File: src/rtl/contadores_lector.sv
// Read-out requester for the pop-counter block: sweeps idx over all channels,
// samples each registered count and re-emits it as a tagged one-cycle beat.
module contadores_lector #(
  parameter int unsigned NUM_CH   = 5,
  parameter int unsigned DATA_W   = 5,
  parameter int unsigned IDX_W    = 3,
  parameter int unsigned WAIT_CYC = 2
) (
  input  logic              clk,
  input  logic              reset,
  input  logic              req,
  input  logic              valid_in,
  input  logic [DATA_W-1:0] data_in,
  output logic [IDX_W-1:0]  idx,
  output logic              busy,
  output logic              data_valid,
  output logic [DATA_W-1:0] data_out,
  output logic [IDX_W-1:0]  data_idx,
  output logic              done
);

  localparam int unsigned      CNT_W    = $clog2(WAIT_CYC + 1);
  localparam logic [IDX_W-1:0] LAST_IDX = IDX_W'(NUM_CH - 1);
  localparam logic [CNT_W-1:0] WAIT_END = CNT_W'(WAIT_CYC);
  localparam logic [CNT_W-1:0] CNT_ONE  = CNT_W'(1);

  typedef enum logic [1:0] {
    S_IDLE,
    S_WAIT,
    S_SAMPLE,
    S_DONE
  } state_t;

  state_t           state;
  logic [CNT_W-1:0] wait_cnt;

  // Sweep sequencer; data_valid and done are single-cycle pulses.
  always_ff @(posedge clk or posedge reset) begin
    if (reset) begin
      state      <= S_IDLE;
      wait_cnt   <= '0;
      idx        <= '0;
      busy       <= 1'b0;
      data_valid <= 1'b0;
      data_out   <= '0;
      data_idx   <= '0;
      done       <= 1'b0;
    end else begin
      data_valid <= 1'b0;
      done       <= 1'b0;
      case (state)
        S_IDLE: begin
          if (req) begin
            state    <= S_WAIT;
            idx      <= '0;
            busy     <= 1'b1;
            wait_cnt <= CNT_ONE;
          end
        end
        S_WAIT: begin
          if (wait_cnt == WAIT_END) begin
            state <= S_SAMPLE;
          end else begin
            wait_cnt <= wait_cnt + CNT_ONE;
          end
        end
        S_SAMPLE: begin
          // No timeout: retry every edge until the counter block is valid.
          if (valid_in) begin
            data_out   <= data_in;
            data_idx   <= idx;
            data_valid <= 1'b1;
            if (idx == LAST_IDX) begin
              state <= S_DONE;
            end else begin
              idx      <= idx + IDX_W'(1);
              wait_cnt <= CNT_ONE;
              state    <= S_WAIT;
            end
          end
        end
        S_DONE: begin
          busy  <= 1'b0;
          done  <= 1'b1;
          state <= S_IDLE;
        end
        default: state <= S_IDLE;
      endcase
    end
  end

endmodule

File: config.mk
export PLATFORM = sky130hd
export DESIGN_NAME = contadores_lector
export DESIGN_NICKNAME = d
export VERILOG_FILES = /design/src/rtl/contadores_lector.sv
export SDC_FILE = /design/constraint.sdc
export NUM_CORES = 1
export LEC_CHECK = 0
export ABC_AREA = 1
export CAP_MARGIN = 5
export CORE_MARGIN = 2
export CORE_UTILIZATION = 49
export DETAILED_ROUTE_END_ITERATION = 16
export HOLD_SLACK_MARGIN = 0.02
export PLACE_DENSITY_LB_ADDON = 0.25
export SLEW_MARGIN = 20
export SYNTH_ARGS = -nofsm -noshare
export SYNTH_HDL_FRONTEND = slang
export SYNTH_SLANG_ARGS = --single-unit
File: constraint.sdc
create_clock -name clk -period 2.2 [get_ports clk]
set_input_delay 0.44 -clock clk [delete_from_list [all_inputs] [get_ports clk]]
set_output_delay 0.44 -clock clk [all_outputs]
set_load 0.01 [all_outputs]
Yosys cells after proc, flatten, opt, wreduce, memory -nomap -nowiden
Cells that the tools add are included.
Widths: inputs -> output; s select.
{ "word_totals": {"regBits": 18, "input_bits": 9, "out_inout_bits": 14, "word_cells": 47} }
{ "op_classes": {"add_sub_neg": 2, "n_eq_ne": 10, "n_mux": 18, "reduce_logical": 9} }
{ "op_table": {"columns": ["cell", "count"], "rows": [
  ["$mux 2", 7],
  ["$ne 2x2->1 const B", 5],
  ["$mux 3", 3],
  ["$pmux 2 s4", 1],
  ["$eq 2x2->1 const B", 3],
  ["$pmux 2 s3", 1],
  ["$pmux 3 s2", 1],
  ["$reduce_and 5->1", 1],
  ["$mux 1", 4],
  ["$reduce_and 2->1", 2],
  ["$reduce_and 4->1", 1],
  ["$reduce_bool 2->1", 2],
  ["$add 3x1->3 const B", 1],
  ["$eq 3x3->1 const B", 1],
  ["$reduce_and 3->1", 1],
  ["$reduce_bool 3->1", 1],
  ["$add 2x1->2 const B", 1],
  ["$eq 2x1->1 const B", 1],
  ["$logic_not 2->1", 1],
  ["$pmux 1 s2", 1]
]} }

Logic depth before layout (Yosys ltp)
Gate-level depths: netlist (run 1).
{ "logic_depth": {"word_depth": 4, "mapped_depth": 7, "ltp_nobuf": 7} }

Worst setup path after synthesis (run 1)
OpenSTA, ideal clock, no wires.
{ "synth_timing": {"path_type": "register to register", "from": "register idx[0]", "to": "register idx[0]", "setup_time_ps": 126, "t_arrival_ps": 1103, "required_time_ps": 2074, "path_slack_ps": 971, "stages_incl_launch_ff": 8, "path_buffers": 0, "period_less_slack_ps": 1229, "path_cell_list": "dfrtp_1 > inv_1 > ha_1 > nand2_1 > o21ai_0 > nor2_2 > nand2_1 > o21ai_0"} }
{ "synth_between": {"elab_chain_cells": 4, "word_cells_on_any_way": 7, "classes_between": "add/sub (1); eq/ne (2); mux (3); reduce/logical (1)"} }
{ "synth_lines": {"columns": ["item", "line_no", "rtl"], "rows": [
  ["from (decl)", "14", "output logic [IDX_W-1:0] idx,"],
  ["from (signal assigned)", "76", "idx <= idx + IDX_W'(1);"],
  ["$add 3x1->3", "76", null],
  ["$mux 3", "73", "if (idx == LAST_IDX) begin"],
  ["$mux 3", "69", "if (valid_in) begin"],
  ["$pmux 3 s2", "51", "case (state)"]
]} }
Parallel ways exist; a longest one is shown, timed or not. The select of a mux whose other input is x is not followed.
A chain may end at the register's enable or synchronous reset.

Final worst setup path (run 1)
{ "layout_timing": {"from": "register idx[2]", "to": "output idx[2]"} }
No word-level cell between the ends.

==> results of run 1 <==
==> cells by family after synthesis <==
| kind of cell | count (synthesis) |
|---|---|
| xor+xnor | 1 |
| fa+ha+maj | 3 |
| flops | 18 |
| simple gates | 46 |
| compound gates | 11 |
| buf+inv | 16 |
==> power by group <==
group / switching (mW) / internal, mW / total (mW)
registers: 0.0900 / 0.444 / 0.534
clock network: 0.100 / 0.101 / 0.201
logic: 0.291 / 0.266 / 0.557
total: 0.481 / 0.811 / 1.29
==> cells in the mapped netlist <==
master and number:
o21ai_0 9, nand2_1 28, nand3_2 1, buf_2 1, a22o_1 1, nor2_2 3, inv_2 1, nand4_1 2
or2_0 1, a21oi_1 1, nand3_1 2, dfrtp_1 18, inv_1 13, xnor2_1 1, buf_6 1, nor2_1 5
nand2_2 4, ha_1 3
==> per-stage QoR <==
step                      util (%)  cells  instance area [um^2]
after floorplan                  -     95                   831
after global placement        68.4    131                  1050
after global routing          70.8    135                  1090
after CTS                     70.8    135                  1090
final                         70.8    135                  1090
after detailed placement      68.4    131                  1050
==> layout by cell type (no fill, tap or decap), drive strengths merged <==
cell | synthesis | routed
nand2 | 32 | 32
clkdlybuf4s50 | 0 | 22
dfrtp | 18 | 18
inv | 14 | 14
o21ai | 9 | 9
nor2 | 8 | 8
clkbuf | 0 | 4
ha | 3 | 3
nand3 | 3 | 3
nand4 | 2 | 2
or2 | 1 | 1
a21oi | 1 | 1
a22o | 1 | 1
xnor2 | 1 | 1
==> worst reg2reg max path: cells and delay by family (launching register included) <==
family	cells	cell delay, ps
and+or+nand+nor	3	520
buffers and inverters	1	270
DFF	1	550
==> per-layer routing <==
metal / wire, um / vias up / track usage, %
met2: 787 / 18 / 29.4
met5: 0 / - / 0
met4: 11 / 0 / 8.82
met3: 91 / 2 / 4.00
met1: 738 / 322 / 24.7
li1: - / 340 / -
==> flip-flops by register name, summed over array words and instances, names as in the netlist <==
name,cells
data_out,5
data_idx,3
idx,3
state,2
wait_cnt,2
busy,1
data_valid,1
done,1
==> how the worst max path moves through the flow <==
| stage | end | cells past startpoint |
|---|---|---|
| 2_1_floorplan | idx[0] | 7 |
| 3_3_place_gp | data_out[3] | 5 |
| 3_5_place_dp | data_out[1] | 5 |
| 4_1_cts | idx[2] | 1 |
| 5_1_grt | idx[2] | 1 |
| 6_report | idx[2] | 1 |
==> area by class of cell <==
cell class                      instances  area share [%]
Inverter                               14            4.82
Tap cell                               16            1.83
Multi-Input combinational cell         61            28.6
Timing Repair Buffer                   22            20.2
Clock buffer                            4            3.33
Sequential cell                        18            41.3
==> impl_metrics.tcl, run 1 <==
set metrics [dict create \
    outcome "complete, no violations" \
    cts_setup_buffers 0 \
    criticalPathCategory "register to primary output" \
    critical_path.startpoint_type "register" \
    ys_ff_latch 18 \
    worst_flop_to_flop_path_endpoint "data_out[3]" \
    post-synth-top-area-cell "dfrtp_1" \
    postSynthAreaPerCell_um2 8.75 \
    cp_cell_sequence "clkdlybuf4s50_1" \
    via_count_of_the_first_global_routing_pass 649 \
    startpoint "idx[2]" \
    final_max_tran_viols 0 \
    worstHoldStart "data_out[3]" \
    rsz0062_at_grt "no" \
    timing.critical_path.slowest_cell_delay_ps 570 \
    numPortBuffers 22 \
    clock_insertion_delay_worst_skew_ps 290 \
    worst-r2r-setup-slack_ps 820 \
    final_antenna_net_count 0 \
    r2r-start "state[1]" \
    finalWorstSetupSlack_ps 444 \
    layout.nets 132 \
    path_clk_slew_ps 110 \
    grt_first_pass_wirelength_um 2730 \
    critical-path-slowest-cell "clkdlybuf4s50_1" \
    final_layout_size_suffix_gt1_share_pct 10.9 \
    power-per-cell-area_mw_per_mm2 1180 \
    yosysSeqAreaShare_pct 54.2 \
    cts-root-to-sink-buffers 2 \
    worst_hold_path.endpoint "data_out[3]" \
    cts-htree-levels 1 \
    ff_latch_area_um2 450 \
    cp_max_fo 5 \
    timing.hold.worst_path_depth 2 \
    syn_area_um2 831 \
    buffers_plus_inverters_on_the_worst_setup_path 1 \
    tritoncts "yes" \
    grtUsageTotal_pct 18.8 \
    netlist_top_cells_area "dfrtp_1, nand2_1, inv_1, o21ai_0, ha_1" \
    wl_per_cell_um 12.1 \
    cts_hold_buffers 0 \
    finalHoldWorstSlack_ps 492 \
    multi_input_area_um2 312 \
    finalHoldViolCount 0 \
    slew_headroom_pct 54.7 \
    die_width_um 45.2 \
    hpwl_um 1210 \
    distinct_cells_synth 18 \
    initial_antenna_violation_count 0 \
    post_cts.resized_instances 0 \
    cts_root_buf "clkbuf_4" \
    drv_cap 0 \
    grt_overflow_total 0 \
    numClockSinks 18 \
    period_needed_ps 1760 \
    io_pins 23 \
    detail_route.drc_violations 0 \
    cts-buffers-inserted 3 \
    floorplan.die.height_um 45.2 \
    power.static_leakage_nw 0.538 \
    capturing_element_type_of_the_critical_path "primary output" \
    period_share_pct 79.8 \
    synthesis.instances 95 \
    num_vias 682 \
    initial_utilization_pct 53.9 \
    fmax_mhz 569 \
    worst-endpoint-required_ps 1760 \
    setup-tns-final_ps 0 \
    gp_congestion 0.735 \
    drt_pre_antenna_iters 4 \
    largest_family_of_logic_cells_by_synthesized_area "simple AND/OR/NAND/NOR gates" \
    place_ws_ps 502 \
    depth_of_the_worst_register_to_register_path 4 \
    cp.arrival_ps 1320 \
    area_fraction_in_compound_gates_after_synthesis_pct 7.08 \
    flow.area_growth_from_synthesis_pct 31.3 \
    fillCellCount 129 \
    post_synth_fa_ha_maj_area_fraction_pct 4.52 \
    actual_slew_at_the_worst_max_slew_pin_ps 678 \
    grt_max_degree 19 \
    die_area_mm2 0.00204 \
    routed_via_density 5.05 \
    core-area_mm2 0.00154 \
    synth_mux_area_share_pct 0 \
    finClkSkew_ps 10.5 \
    fp-row-count 14 \
    ir_drop_v 0.000785 \
    setup_viol 0 \
    n_antenna_cell 0 \
    synth_top_area_share_pct 54.2 \
    postSynthNetCount 107 \
    timing.hold.worst.class "register to register" \
    path_delay_family "buffers and inverters" \
    yosys.area_share.simple_pct 24.8 \
    ys.warnings.count 0 \
    first_iter_violations 14 \
    synth_xor_area_share_pct 1.05 \
    route.final.wire_length_um 1630 \
    post_layout_total_power_mw 1.29 \
]
Power figures use the tool's default switching activity.
==> inputs of run 2 (changes only) <==
--- a/config.mk
+++ b/config.mk
@@ -8,7 +8,7 @@
 export ABC_AREA = 1
 export CAP_MARGIN = 5
 export CORE_MARGIN = 2
-export CORE_UTILIZATION = 49
+export CORE_UTILIZATION = 46
 export DETAILED_ROUTE_END_ITERATION = 16
 export HOLD_SLACK_MARGIN = 0.02
 export PLACE_DENSITY_LB_ADDON = 0.25
==> constraint.sdc (replaced) <==
create_clock -name clk -period 1.83 [get_ports clk]
set_input_delay 0.366 -clock clk [delete_from_list [all_inputs] [get_ports clk]]
set_output_delay 0.366 -clock clk [all_outputs]
set_load 0.01 [all_outputs]
==> run 2 against run 1 <==
  * First-iteration DRC count fell by 79%
  * Final cell count rose by 7.4%
  * Routed wire length fell by 1.5%
  * Highest routed layer unchanged
  * Register-to-register slack got worse by 460 ps
  * Hold slack got worse by 110 ps
  * Flip-flop and latch count did not move
  * Non-clock buffer count rose by 1
  * Worst setup slack got worse by 280 ps
  * Critical path type unchanged
  * Via count rose by 0.88%
  * Sequential share of layout area fell by 0.70 points
  * Sequential power rose by 19%
==> impl_metrics.tcl, run 2 (synthesis results as in run 1) <==
set metrics [dict create \
    cp_cell_sequence "clkdlybuf4s50_1" \
    fillCellCount 142 \
    finish.cell_count_without_fillers 145 \
    numClockSinks 18 \
    cts_hold_buffers 0 \
    post-place-cells 141 \
    routed_via_density 4.74 \
    n_antenna_cell 0 \
    postPlaceCellArea_mm2 0.00107 \
    slew_headroom_pct 71.7 \
    path_clk_slew_ps 100 \
    cp_max_fo 5 \
    capturing_element_type_of_the_critical_path "primary output" \
    period_share_pct 91.2 \
    finalWorstSetupSlack_ps 161 \
    outcome "complete, no violations" \
    wl_per_cell_um 11.1 \
    final_layout_size_suffix_gt1_share_pct 11.7 \
    via_count_of_the_first_global_routing_pass 648 \
    finalHoldWorstSlack_ps 378 \
    post_layout_total_power_mw 1.54 \
    critical-path-slowest-cell "clkdlybuf4s50_1" \
    power.static_leakage_nw 0.543 \
    finalHoldViolCount 0 \
    cp.arrival_ps 1300 \
    layout.nets 133 \
    setup-tns-final_ps 0 \
    largest_register "data_out" \
    die_area_mm2 0.00216 \
    flow.area_growth_from_synthesis_pct 33.6 \
    grt_first_pass_wirelength_um 2710 \
    buffers_plus_inverters_on_the_worst_setup_path 1 \
    hpwl_um 1170 \
    cts_root_buf "clkbuf_4" \
    fp-row-count 15 \
    clock_insertion_delay_worst_skew_ps 290 \
    drv_cap 0 \
    cts-buffers-inserted 3 \
    actual_slew_at_the_worst_max_slew_pin_ps 423 \
    fin_area_mm2 0.00111 \
    timing.hold.worst.class "input pin to async pin" \
    detail_route.drc_violations 0 \
    drt_pre_antenna_iters 4 \
    path_delay_family "buffers and inverters" \
    grtUsageTotal_pct 17.9 \
    ir_drop_v 0.000620 \
    final_antenna_net_count 0 \
    final_cell_mix "nand2_1, clkdlybuf4s50_1, dfrtp_1" \
    cts-htree-levels 1 \
    final_max_tran_viols 0 \
    fmax_mhz 599 \
    initial_utilization_pct 48.6 \
    timing.critical_path.slowest_cell_delay_ps 570 \
    num_vias 688 \
    gp_congestion 0.753 \
    worst-endpoint-required_ps 1460 \
    cts_setup_buffers 0 \
    power-per-cell-area_mw_per_mm2 1390 \
    route.final.wire_length_um 1600 \
    rsz0062_at_grt "no" \
    grt_max_degree 19 \
    die_width_um 46.5 \
    place_ws_ps 150 \
    largest_registers "data_out: 5 flops, data_idx: 3 flops, idx: 3 flops" \
    initial_antenna_violation_count 0 \
    first_iter_violations 3 \
    criticalPathCategory "register to primary output" \
    finClkSkew_ps 6.24 \
    cts-root-to-sink-buffers 2 \
    setup_viol 0 \
    core-area_mm2 0.00171 \
    floorplan.die.height_um 46.5 \
    post_cts.resized_instances 0 \
    numPortBuffers 22 \
    layout.cells.most_common "nand2_1" \
    tritoncts "yes" \
    io_pins 23 \
    period_needed_ps 1670 \
    grt_overflow_total 0 \
    final_core_util_pct 65.0 \
    largest_register_ff_count 5 \
    critical_path.startpoint_type "register" \
]
==> run 2: changes by cell type in the layout (fill, tap and decap cells not counted) <==
cell,change
buf_4,+1
==> run 2: area by class of cell <==
cell class                 count  area, um^2  area share [%]
tap                           25        31.3            2.82
clock buffer                   4        36.3            3.27
multi-input combinational     61         312            28.1
inverter                      14        52.6            4.74
timing repair buffer          23         228            20.5
sequential                    18         450            40.6
==> run 2: path summary, 6_finish.rpt <==
check	from	to	slack [ps]	cells past startpoint
max reg2reg	state[1]	data_out[1]	360	4
max	idx[2]	idx[2]	160	1
min	reset	idx[1]	380	3
min in group clk	wait_cnt[0]	wait_cnt[0]	490	2
min reg2reg	wait_cnt[0]	wait_cnt[0]	490	2
max in group asynchronous	reset	data_out[2]	1260	3
==> run 2: metal layers <==
metal  global-route usage [%]  share of wire [%]  vias to the layer above
li1                         -                  -                      347
met1                     24.1                 47                      318
met2                     27.5                 47                       21
met3                     3.53                4.0                        2
met4                     8.57                1.3                        0
met5                        0                  0                        -
==> run 2: power breakdown <==
part | switching, mW | internal, mW | leakage, nW
Clock | 0.120 | 0.121 | 0.0210
Sequential | 0.103 | 0.534 | 0.233
Combinational | 0.348 | 0.319 | 0.289
Total | 0.570 | 0.974 | 0.543
==> inputs of run 3 (changes only) <==
--- a/config.mk
+++ b/config.mk
@@ -8,11 +8,11 @@
 export ABC_AREA = 1
 export CAP_MARGIN = 5
 export CORE_MARGIN = 2
-export CORE_UTILIZATION = 46
+export CORE_UTILIZATION = 49
 export DETAILED_ROUTE_END_ITERATION = 16
 export HOLD_SLACK_MARGIN = 0.02
 export PLACE_DENSITY_LB_ADDON = 0.25
-export SLEW_MARGIN = 20
+export SLEW_MARGIN = 25
 export SYNTH_ARGS = -nofsm -noshare
 export SYNTH_HDL_FRONTEND = slang
 export SYNTH_SLANG_ARGS = --single-unit
==> constraint.sdc (replaced) <==
create_clock -name clk -period 1.95 [get_ports clk]
set_input_delay 0.39 -clock clk [delete_from_list [all_inputs] [get_ports clk]]
set_output_delay 0.39 -clock clk [all_outputs]
set_load 0.01 [all_outputs]
==> run 3 against run 2 <==
  * Non-clock buffer count unchanged
  * Critical path depth did not move
  * Utilization grew 6.3 points
  * Combinational power shrank 6.6%
  * Flip-flop and latch count did not move
  * Via count decreased by 1.9%
  * Die area decreased by 5.6%
  * Total power is 6.6% lower
  * Worst setup slack improved by 120 ps
  * Sequential power decreased by 5.0%
  * Global-route usage up 0.19 points
  * Register-to-register slack better by 220 ps
  * Critical path type unchanged
==> impl_metrics.tcl, run 3 (synthesis results as in run 1) <==
set metrics [dict create \
    worst-r2r-setup-slack_ps 580 \
    n_antenna_cell 0 \
    power.static_leakage_nw 0.543 \
    core-area_mm2 0.00154 \
    place_ws_ps 287 \
    startpoint "idx[2]" \
    ff_latch_area_um2 450 \
    timing.hold.worst.class "input pin to async pin" \
    power-per-cell-area_mw_per_mm2 1310 \
    r2r-start "state[1]" \
    tritoncts "yes" \
    final_core_util_pct 71.3 \
    criticalPathCategory "register to primary output" \
    num_vias 675 \
    wl_per_cell_um 11.3 \
    final_antenna_net_count 0 \
    period_share_pct 85.8 \
    outcome "complete, no violations" \
    multi_input_area_um2 312 \
    period_needed_ps 1670 \
    depth_of_the_worst_register_to_register_path 4 \
    largest_register_ff_count 5 \
    io_pins 23 \
    grt_overflow_total 0 \
    final_layout_size_suffix_gt1_share_pct 11.7 \
    rsz0062_at_grt "no" \
    power.internal_mw 0.916 \
    clock_insertion_delay_worst_skew_ps 280 \
    drt_pre_antenna_iters 4 \
    switching_share_pct 36.5 \
    cp-endpoint "idx[2]" \
    hpwl_um 1210 \
    cp.arrival_ps 1280 \
    slew_headroom_pct 75.8 \
    largest_registers "data_out: 5 flops, data_idx: 3 flops, idx: 3 flops" \
    final_cell_mix "nand2_1, clkdlybuf4s50_1, dfrtp_1" \
    flow.area_growth_from_synthesis_pct 32.2 \
    final_max_tran_viols 0 \
    layout.cells.most_common "nand2_1" \
    post-place-cells 132 \
    fmax_mhz 598 \
    setup-tns-final_ps 0 \
    die_width_um 45.2 \
    layout.nets 133 \
    finClkSkew_ps 2.09 \
    cts_root_buf "clkbuf_4" \
    via_count_of_the_first_global_routing_pass 651 \
    worstSetupPathDepth 1 \
    fillCellCount 126 \
    fp-row-count 14 \
    buffers_plus_inverters_on_the_worst_setup_path 1 \
    power.net_switching_mw 0.527 \
    floorplan.die.height_um 45.2 \
    finalWorstSetupSlack_ps 278 \
    path_delay_family "buffers and inverters" \
    critical_path.startpoint_type "register" \
    route.final.wire_length_um 1540 \
    finalHoldViolCount 0 \
    clkPwrFrac_pct 15.0 \
    numClockSinks 18 \
    grt_max_degree 19 \
    cp_max_fo 5 \
    die_area_mm2 0.00204 \
    combinationalPowerShare_pct 43.1 \
    sequentialPowerShare_pct 41.8 \
    cts-root-to-sink-buffers 2 \
    routed_via_density 4.96 \
    numPortBuffers 22 \
    worst-endpoint-required_ps 1560 \
    grt_first_pass_wirelength_um 2650 \
    first_iter_violations 10 \
    worst_flop_to_flop_path_endpoint "data_out[1]" \
    grtUsageTotal_pct 18.1 \
    cts_setup_buffers 0 \
    critical-path-slowest-cell "clkdlybuf4s50_1" \
    ir_drop_v 0.000758 \
    cts_hold_buffers 0 \
    largest_register "data_out" \
    initial_antenna_violation_count 0 \
    detail_route.drc_violations 0 \
    path_clk_slew_ps 100 \
    post_cts.resized_instances 0 \
    timing.critical_path.slowest_cell_delay_ps 570 \
    cts-htree-levels 1 \
    initial_utilization_pct 53.9 \
    gp_congestion 0.730 \
    capturing_element_type_of_the_critical_path "primary output" \
    cts-buffers-inserted 3 \
    drv_cap 0 \
    finish.cell_count_without_fillers 136 \
    setup_viol 0 \
    actual_slew_at_the_worst_max_slew_pin_ps 361 \
    cp_cell_sequence "clkdlybuf4s50_1" \
]
[run 3: final cells by class]
type / instances / area share, %
sequential: 18 / 41.0
multi-input combinational: 61 / 28.4
timing repair buffer: 23 / 20.7
inverter: 14 / 4.78
clock buffer: 4 / 3.30
tap: 16 / 1.82
[run 3: layer usage]
metal,track usage (%),vias to the layer above,part of all wire [%]
met5,0,-,0
met4,8.82,0,1.2
met3,3.20,2,3.7
met2,29.1,14,49
met1,23.5,314,46
li1,-,345,-
[run 3: worst min path at each step]
| stage | start | end | slack, ps | cells after the start |
|---|---|---|---|---|
| final | reset | data_out[0] | 410 | 3 |
| after global routing | reset | idx[1] | 440 | 3 |
| after CTS | reset | data_out[0] | 410 | 3 |
| after detailed placement | wait_cnt[1] | wait_cnt[1] | 470 | 2 |
| after global placement | wait_cnt[0] | wait_cnt[0] | 460 | 2 |
| after floorplan | reset | busy | 330 | 1 |
[run 3: power by group through the flow]
stage / Sequential [mW] / Clock (mW) / Combinational, mW
after global placement: 0.607 / 0 / 0.605
final: 0.604 / 0.217 / 0.623
after global routing: 0.623 / 0.240 / 0.713
after detailed placement: 0.611 / 0 / 0.630
after CTS: 0.604 / 0.224 / 0.633
after floorplan: 0.620 / 0 / 0.362
[run 3: worst min-delay path, delay by kind of cell]
family	cells	cell delay, ps
buf+inv	3	680
[run 3: per-stage QoR]
stage	cell area [um^2]	total power, mW	hold slack, ps
after floorplan	831	0.982	329
after global placement	1060	1.21	461
after detailed placement	1060	1.24	470
after CTS	1100	1.46	412
after global routing	1100	1.58	436
final	1100	1.44	408
